## src/rtl/running_light_pkg.sv

```systemverilog
// Shared encodings for the running-light LED sequencer: modes, FSM states,
// shift direction and prescaler widths.
package running_light_pkg;

    typedef enum logic [1:0] {
        MODE_SHL   = 2'd0,
        MODE_SHR   = 2'd1,
        MODE_PING  = 2'd2,
        MODE_BLINK = 2'd3
    } mode_e;

    typedef enum logic {
        ST_RUN   = 1'b0,
        ST_PAUSE = 1'b1
    } state_e;

    typedef enum logic {
        DIR_LEFT  = 1'b0,
        DIR_RIGHT = 1'b1
    } dir_e;

    // Base prescaler width, and the extra bits needed for the x8 slow-down.
    localparam int CNT_W         = 25;
    localparam int SPEED_EXTRA_W = 3;

    // Modes advance 0..3 and wrap back to SHL.
    function automatic mode_e next_mode(mode_e m);
        return mode_e'(m + 2'd1);
    endfunction

endpackage

```

## src/rtl/led_tick_gen.sv

```systemverilog
// Shared prescaler: one registered tick every TICK_MAX+1 enabled clocks.
// With RUNNING_LIGHT_SPEED_EN defined, the period is scaled by 1 << speed_i.
module led_tick_gen
    import running_light_pkg::*;
#(
    parameter logic [CNT_W-1:0] TICK_MAX = 25'd24_999_999
) (
    input  logic       sys_clk,
    input  logic       sys_rst_n,
    input  logic       enable_i,
    input  logic       clear_i,
`ifdef RUNNING_LIGHT_SPEED_EN
    input  logic [1:0] speed_i,
`endif
    output logic       step_o,
    output logic       tick_o
);

`ifdef RUNNING_LIGHT_SPEED_EN
    localparam int CW = CNT_W + SPEED_EXTRA_W;
`else
    localparam int CW = CNT_W;
`endif

    logic [CW-1:0] cnt_q;
    logic [CW-1:0] cnt_d;
    logic [CW-1:0] limit;
    logic          clear_all;
    logic          at_limit;
    logic          tick_q;

`ifdef RUNNING_LIGHT_SPEED_EN
    logic [1:0] speed_q;

    // A new speed restarts the period so the first scaled tick is a full one.
    assign limit     = ((CW'(TICK_MAX) + CW'(1)) << speed_i) - CW'(1);
    assign clear_all = clear_i | (speed_i != speed_q);

    always_ff @(posedge sys_clk or negedge sys_rst_n) begin
        if (!sys_rst_n) begin
            speed_q <= 2'd0;
        end else begin
            speed_q <= speed_i;
        end
    end
`else
    assign limit     = CW'(TICK_MAX);
    assign clear_all = clear_i;
`endif

    assign at_limit = (cnt_q == limit);

    // A clear in the terminal cycle swallows the step: the reload wins.
    assign step_o = enable_i & ~clear_all & at_limit;

    // NOTE: every combinational output gets a default first, so no path leaves it unassigned and no latch is inferred.
    always_comb begin
        cnt_d = cnt_q;
        if (clear_all) begin
            cnt_d = '0;
        end else if (enable_i) begin
            cnt_d = at_limit ? '0 : cnt_q + CW'(1);
        end
    end

    // NOTE: state registers use non-blocking assignments so every flop samples pre-edge values.
    always_ff @(posedge sys_clk or negedge sys_rst_n) begin
        if (!sys_rst_n) begin
            cnt_q  <= '0;
            tick_q <= 1'b0;
        end else begin
            cnt_q  <= cnt_d;
            tick_q <= step_o;
        end
    end

    assign tick_o = tick_q;

endmodule

```

## src/rtl/running_light_ctrl.sv

```systemverilog
// Running-light LED sequencer: RUN/PAUSE FSM plus mode-driven pattern stepping
// on a shared prescaler tick. RUNNING_LIGHT_SPEED_EN adds the speed[1:0] input.
module running_light_ctrl
    import running_light_pkg::*;
#(
    parameter int               LED_NUM  = 4,
    parameter logic [CNT_W-1:0] TICK_MAX = 25'd24_999_999
) (
    input  logic               sys_clk,
    input  logic               sys_rst_n,
    input  logic               key_mode,
    input  logic               key_pause,
`ifdef RUNNING_LIGHT_SPEED_EN
    input  logic [1:0]         speed,
`endif
    output logic [LED_NUM-1:0] led_out,
    output logic               tick,
    output logic [1:0]         mode,
    output logic               paused
);

    state_e             state_q;
    state_e             state_d;
    mode_e              mode_q;
    mode_e              mode_d;
    dir_e               dir_q;
    dir_e               dir_d;
    logic [LED_NUM-1:0] led_q;
    logic [LED_NUM-1:0] led_d;
    logic               run_en;
    logic               step;

    function automatic logic [LED_NUM-1:0] reload_pattern(mode_e m);
        case (m)
            MODE_SHR:   return {1'b1, {(LED_NUM-1){1'b0}}};
            MODE_BLINK: return {LED_NUM{1'b1}};
            default:    return {{(LED_NUM-1){1'b0}}, 1'b1};
        endcase
    endfunction

    led_tick_gen #(
        .TICK_MAX (TICK_MAX)
    ) u_tick_gen (
        .sys_clk   (sys_clk),
        .sys_rst_n (sys_rst_n),
        .enable_i  (run_en),
        .clear_i   (key_mode),
`ifdef RUNNING_LIGHT_SPEED_EN
        .speed_i   (speed),
`endif
        .step_o    (step),
        .tick_o    (tick)
    );

    // FSM: state register
    always_ff @(posedge sys_clk or negedge sys_rst_n) begin
        if (!sys_rst_n) begin
            state_q <= ST_RUN;
        end else begin
            state_q <= state_d;
        end
    end

    // FSM: next state
    always_comb begin
        state_d = state_q;
        if (key_pause) begin
            state_d = (state_q == ST_RUN) ? ST_PAUSE : ST_RUN;
        end
    end

    // FSM: outputs. The prescaler follows the upcoming state, so a pause pulse
    // freezes the count at once and no tick ever coincides with paused=1.
    always_comb begin
        paused = (state_q == ST_PAUSE);
        run_en = (state_d == ST_RUN);
    end

    // Pattern, mode and direction next-state
    always_comb begin
        mode_d = mode_q;
        dir_d  = dir_q;
        led_d  = led_q;
        if (key_mode) begin
            mode_d = next_mode(mode_q);
            dir_d  = DIR_LEFT;
            led_d  = reload_pattern(mode_d);
        end else if (step) begin
            case (mode_q)
                MODE_SHL: led_d = {led_q[LED_NUM-2:0], led_q[LED_NUM-1]};
                MODE_SHR: led_d = {led_q[0], led_q[LED_NUM-1:1]};
                MODE_PING: begin
                    // Direction turns on the tick that lands on an end bit.
                    if (dir_q == DIR_LEFT) begin
                        led_d = led_q << 1;
                        if (led_d[LED_NUM-1]) dir_d = DIR_RIGHT;
                    end else begin
                        led_d = led_q >> 1;
                        if (led_d[0]) dir_d = DIR_LEFT;
                    end
                end
                default:  led_d = ~led_q;
            endcase
        end
    end

    always_ff @(posedge sys_clk or negedge sys_rst_n) begin
        if (!sys_rst_n) begin
            mode_q <= MODE_SHL;
            dir_q  <= DIR_LEFT;
            led_q  <= {{(LED_NUM-1){1'b0}}, 1'b1};
        end else begin
            mode_q <= mode_d;
            dir_q  <= dir_d;
            led_q  <= led_d;
        end
    end

    assign led_out = led_q;
    assign mode    = mode_q;

endmodule

```

## config.mk

```make
export PLATFORM = sky130hd
export DESIGN_NAME = running_light_ctrl
export DESIGN_NICKNAME = d
export VERILOG_FILES = /design/src/rtl/running_light_pkg.sv /design/src/rtl/led_tick_gen.sv /design/src/rtl/running_light_ctrl.sv
export SDC_FILE = /design/constraint.sdc
export NUM_CORES = 1
export LEC_CHECK = 0
export BUFFER_PORTS_ARGS = -buffer_cell sky130_fd_sc_hd__buf_2
export CORE_AREA = 3 3 54 81
export CTS_CLUSTER_SIZE = 30
export DETAILED_ROUTE_END_ITERATION = 10
export DIE_AREA = 0 0 57 84
export PLACE_DENSITY = 0.73
export SETUP_SLACK_MARGIN = 0.15
export SLEW_MARGIN = 20
export SYNTH_ARGS = -nofsm -noshare
export SYNTH_HDL_FRONTEND = slang
export SYNTH_SLANG_ARGS = --single-unit
```

## constraint.sdc

```tcl
create_clock -name sys_clk -period 2.2 [get_ports sys_clk]
set_clock_uncertainty 0.05 [all_clocks]
set_input_delay 0.44 -clock sys_clk [delete_from_list [all_inputs] [get_ports sys_clk]]
set_output_delay 0.44 -clock sys_clk [all_outputs]
set_load 0.01 [all_outputs]
```

==> qor.yml <==
clocking:
  clkTransAtPathRegs_ns: 0.07
  ctsHoldBuffers: 0
  cts_tree: "done"
  clock_path_buffers: 2
  cts_root_buffer: "clkbuf_8"
  h-tree-depth: 2
  clock-sinks: 34
  cts_buffers: 5
  clk_latency_ns: 0.29
logic_synthesis:
  syn_area_sq_um: 2010
  yosysSeqAreaShare: 0.423
  syn_nets: 230
  synth_area_leader_cell: "dfrtp_1"
  synth_edf_count: 0
  synth-simple-area-share: 0.250
  synth_warnings: 0
  syn-instance-count: 220
  ys_async_sr_fraction: 1.00
  synthTopCellsByArea: "dfrtp_1 (41%), a21oi_1 (4.7%), nand2_1 (4.1%)"
  synth_top_family_by_area: "simple AND/OR/NAND/NOR gates"
  synth_top_area_frac: 0.410
  synth.area.mux_share: 0.0354
  synth_xor_area_frac: 0.0130
  synth_cell_type_count: 46
  synthAdderAreaFrac: 0.0373
  synth.avg_cell_area_sq_um: 9.16
  synth-compound-area-share: 0.204
  ys.flop_type: "dfrtp_1"
  ys_ff_latch: 34
outcome:
  status: "completed"
global_routing:
  grt_max_degree: 35
  grt_first_pass_wirelength_um: 9010
  first_global_vias: 1888
  track_usage: 0.234
  antenna_found_initial: 0
  grt_overflow: 0
power:
  power_density_nw_per_um2: 890
  leakage_uw: 0.00104
  max-vdd-ir-drop_uv: 586
  p_total_uw: 2170
timing:
  fin_ws_ns: 0.0836
  worst_pin_slew_ns: 0.779
  layout_min_cycle_time_ns: 2.12
  setup_viol_count_final: 0
  grt_setup_unrepaired: "true"
  timing.fmax_ghz: 0.473
  slew_headroom: 0.481
  finalHoldViolCount: 0
  slew_violations: 0
  finalCritPeriodShare: 0.962
finish:
  syn_to_final_growth_pct: 20.8
  drive_above_1_share: 0.246
  postLayoutCellArea_sq_um: 2430
  layout.cells.non_filler: 295
  fin_nets: 261
  antenna_cells: 0
run:
  maxCapViolations: 0
die:
  initial_core_util: 0.542
  die-area_sq_um: 4790
  die_x_um: 57
  row_count: 27
  core_area_sq_um: 3720
  die_h_um: 84
  num_io_pins: 12
routing:
  route.met2.wl_um: 2940
  drtPass1Iterations: 5
  wire_per_inst_um: 17.9
  drt-initial-drc-count: 131
  wl_met3_um: 188
  drt_wl_total_um: 5280
  vias: 1911
  drt-met1-wl_um: 2060
  drcViolationCount: 0
  maxUsedRoutingLayer: "met4"
  ant_nets: 0
  viasPerCell: 6.48
setup_path:
  critPathLaunchType: "register"
  cp_max_fo: 22
  cp.arrival_ns: 2.24
  cp.required_ns: 2.33
  critPathKind: "register to register"
  rrSetupSlack_ns: 0.08
  end_kind: "register"
placed_design:
  place_inst: 286
  dp_hpwl_um: 3650
  place_area_sq_um: 2270
  gp_congestion: 0.838
  port_buffers: 11
  place_ws_ns: 0.0507
min_path:
  hold_class: "input port to async pin"
==> final cells by class <==
cell class                      count  area [sq um]
Tap cell                           43          53.8
Clock inverter                      1          5.00
Inverter                            6          22.5
Multi-Input combinational cell    169          1160
Timing Repair Buffer               35           251
Sequential cell                    34           852
Fill cell                         329          1280
Clock buffer                        7          86.3
==> worst paths after layout <==
kind                                       from                   end  cells past startpoint
min                                   sys_rst_n   u_tick_gen.cnt_q[2]                      1
max reg2reg                 u_tick_gen.cnt_q[9]  u_tick_gen.cnt_q[14]                      6
min reg2reg                u_tick_gen.cnt_q[19]  u_tick_gen.cnt_q[19]                      1
min in group sys_clk                   key_mode            led_out[0]                      2
max                         u_tick_gen.cnt_q[9]  u_tick_gen.cnt_q[14]                      6
max in group asynchronous             sys_rst_n  u_tick_gen.cnt_q[13]                      1
==> sequential cells by signal (all words and copies together), names as in the netlist <==
register / cells
paused: 1
led_out: 4
u_tick_gen.tick_o: 1
dir_q: 1
u_tick_gen.cnt_q: 25
mode: 2
==> cell families after synthesis <==
kind of cell,Yosys count
adder cells (fa/ha/maj),6
buffers and inverters,17
flip-flops,34
AND/OR/NAND/NOR,90
XOR/XNOR,3
AO/OA/AOI/OAI,63
multiplexers,7
==> synthesized netlist by cell type, types with 6 or more instances <==
cell      n
nor2_1   11
nand4_1   7
nand3_1  14
mux2i_1   6
nor3_1    6
a21oi_1  19
ha_1      6
dfrtp_1  33
inv_1     6
nand2_1  22
a31oi_1  12
o21ai_0   9
==> worst max-delay path, cell delays in order (launching register included) <==
cell      delay [ns]
dfrtp_1         0.38
or4b_4          0.55
nor4_4          0.33
a21boi_2        0.14
buf_12          0.18
a21o_1          0.15
a22o_1          0.21
==> layer usage <==
| metal | global-route usage | up-vias |
|---|---|---|
| met3 | 0.0449 | 10 |
| met1 | 0.271 | 954 |
| met5 | 0 | - |
| met2 | 0.421 | 52 |
| li1 | - | 895 |
| met4 | 0.0759 | 0 |
==> what timing repair did <==
action                                  in CTS  in global routing
hold endpoints to repair                     0                  0
endpoints found under the setup margin      13                 25
pin swaps                                    1                  4
resized for setup                            1                 12
buffers inserted                             1                  0
==> where the power goes <==
group | switching, uW | internal [uW]
Clock | 233 | 253
Sequential | 119 | 720
Combinational | 482 | 360
Total | 834 | 1330
==> cell usage in the layout (no fill, tap or decap), types with 4 or more instances in the layout <==
master    count
nand4_1       7
nor3_1        5
clkbuf_8      6
inv_1         6
a21oi_1      17
buf_4        22
mux2i_1       6
o21ai_0       9
nor2b_1       4
and3_1        4
buf_2        11
nand3_1      14
nor2_1       11
nand2_1      22
ha_1          5
dfrtp_1      33
a31oi_1      12
==> stage by stage <==
stage,TNS [ns],util,hold slack (ns)
after detailed placement,0,0.610,0.467
after floorplan,0,-,0.0944
after global routing,-0.0281,0.655,0.235
after global placement,0,0.610,0.476
after CTS,0,0.639,0.204
final,0,0.655,0.174
No activity file was read; power rests on OpenSTA's default activity.
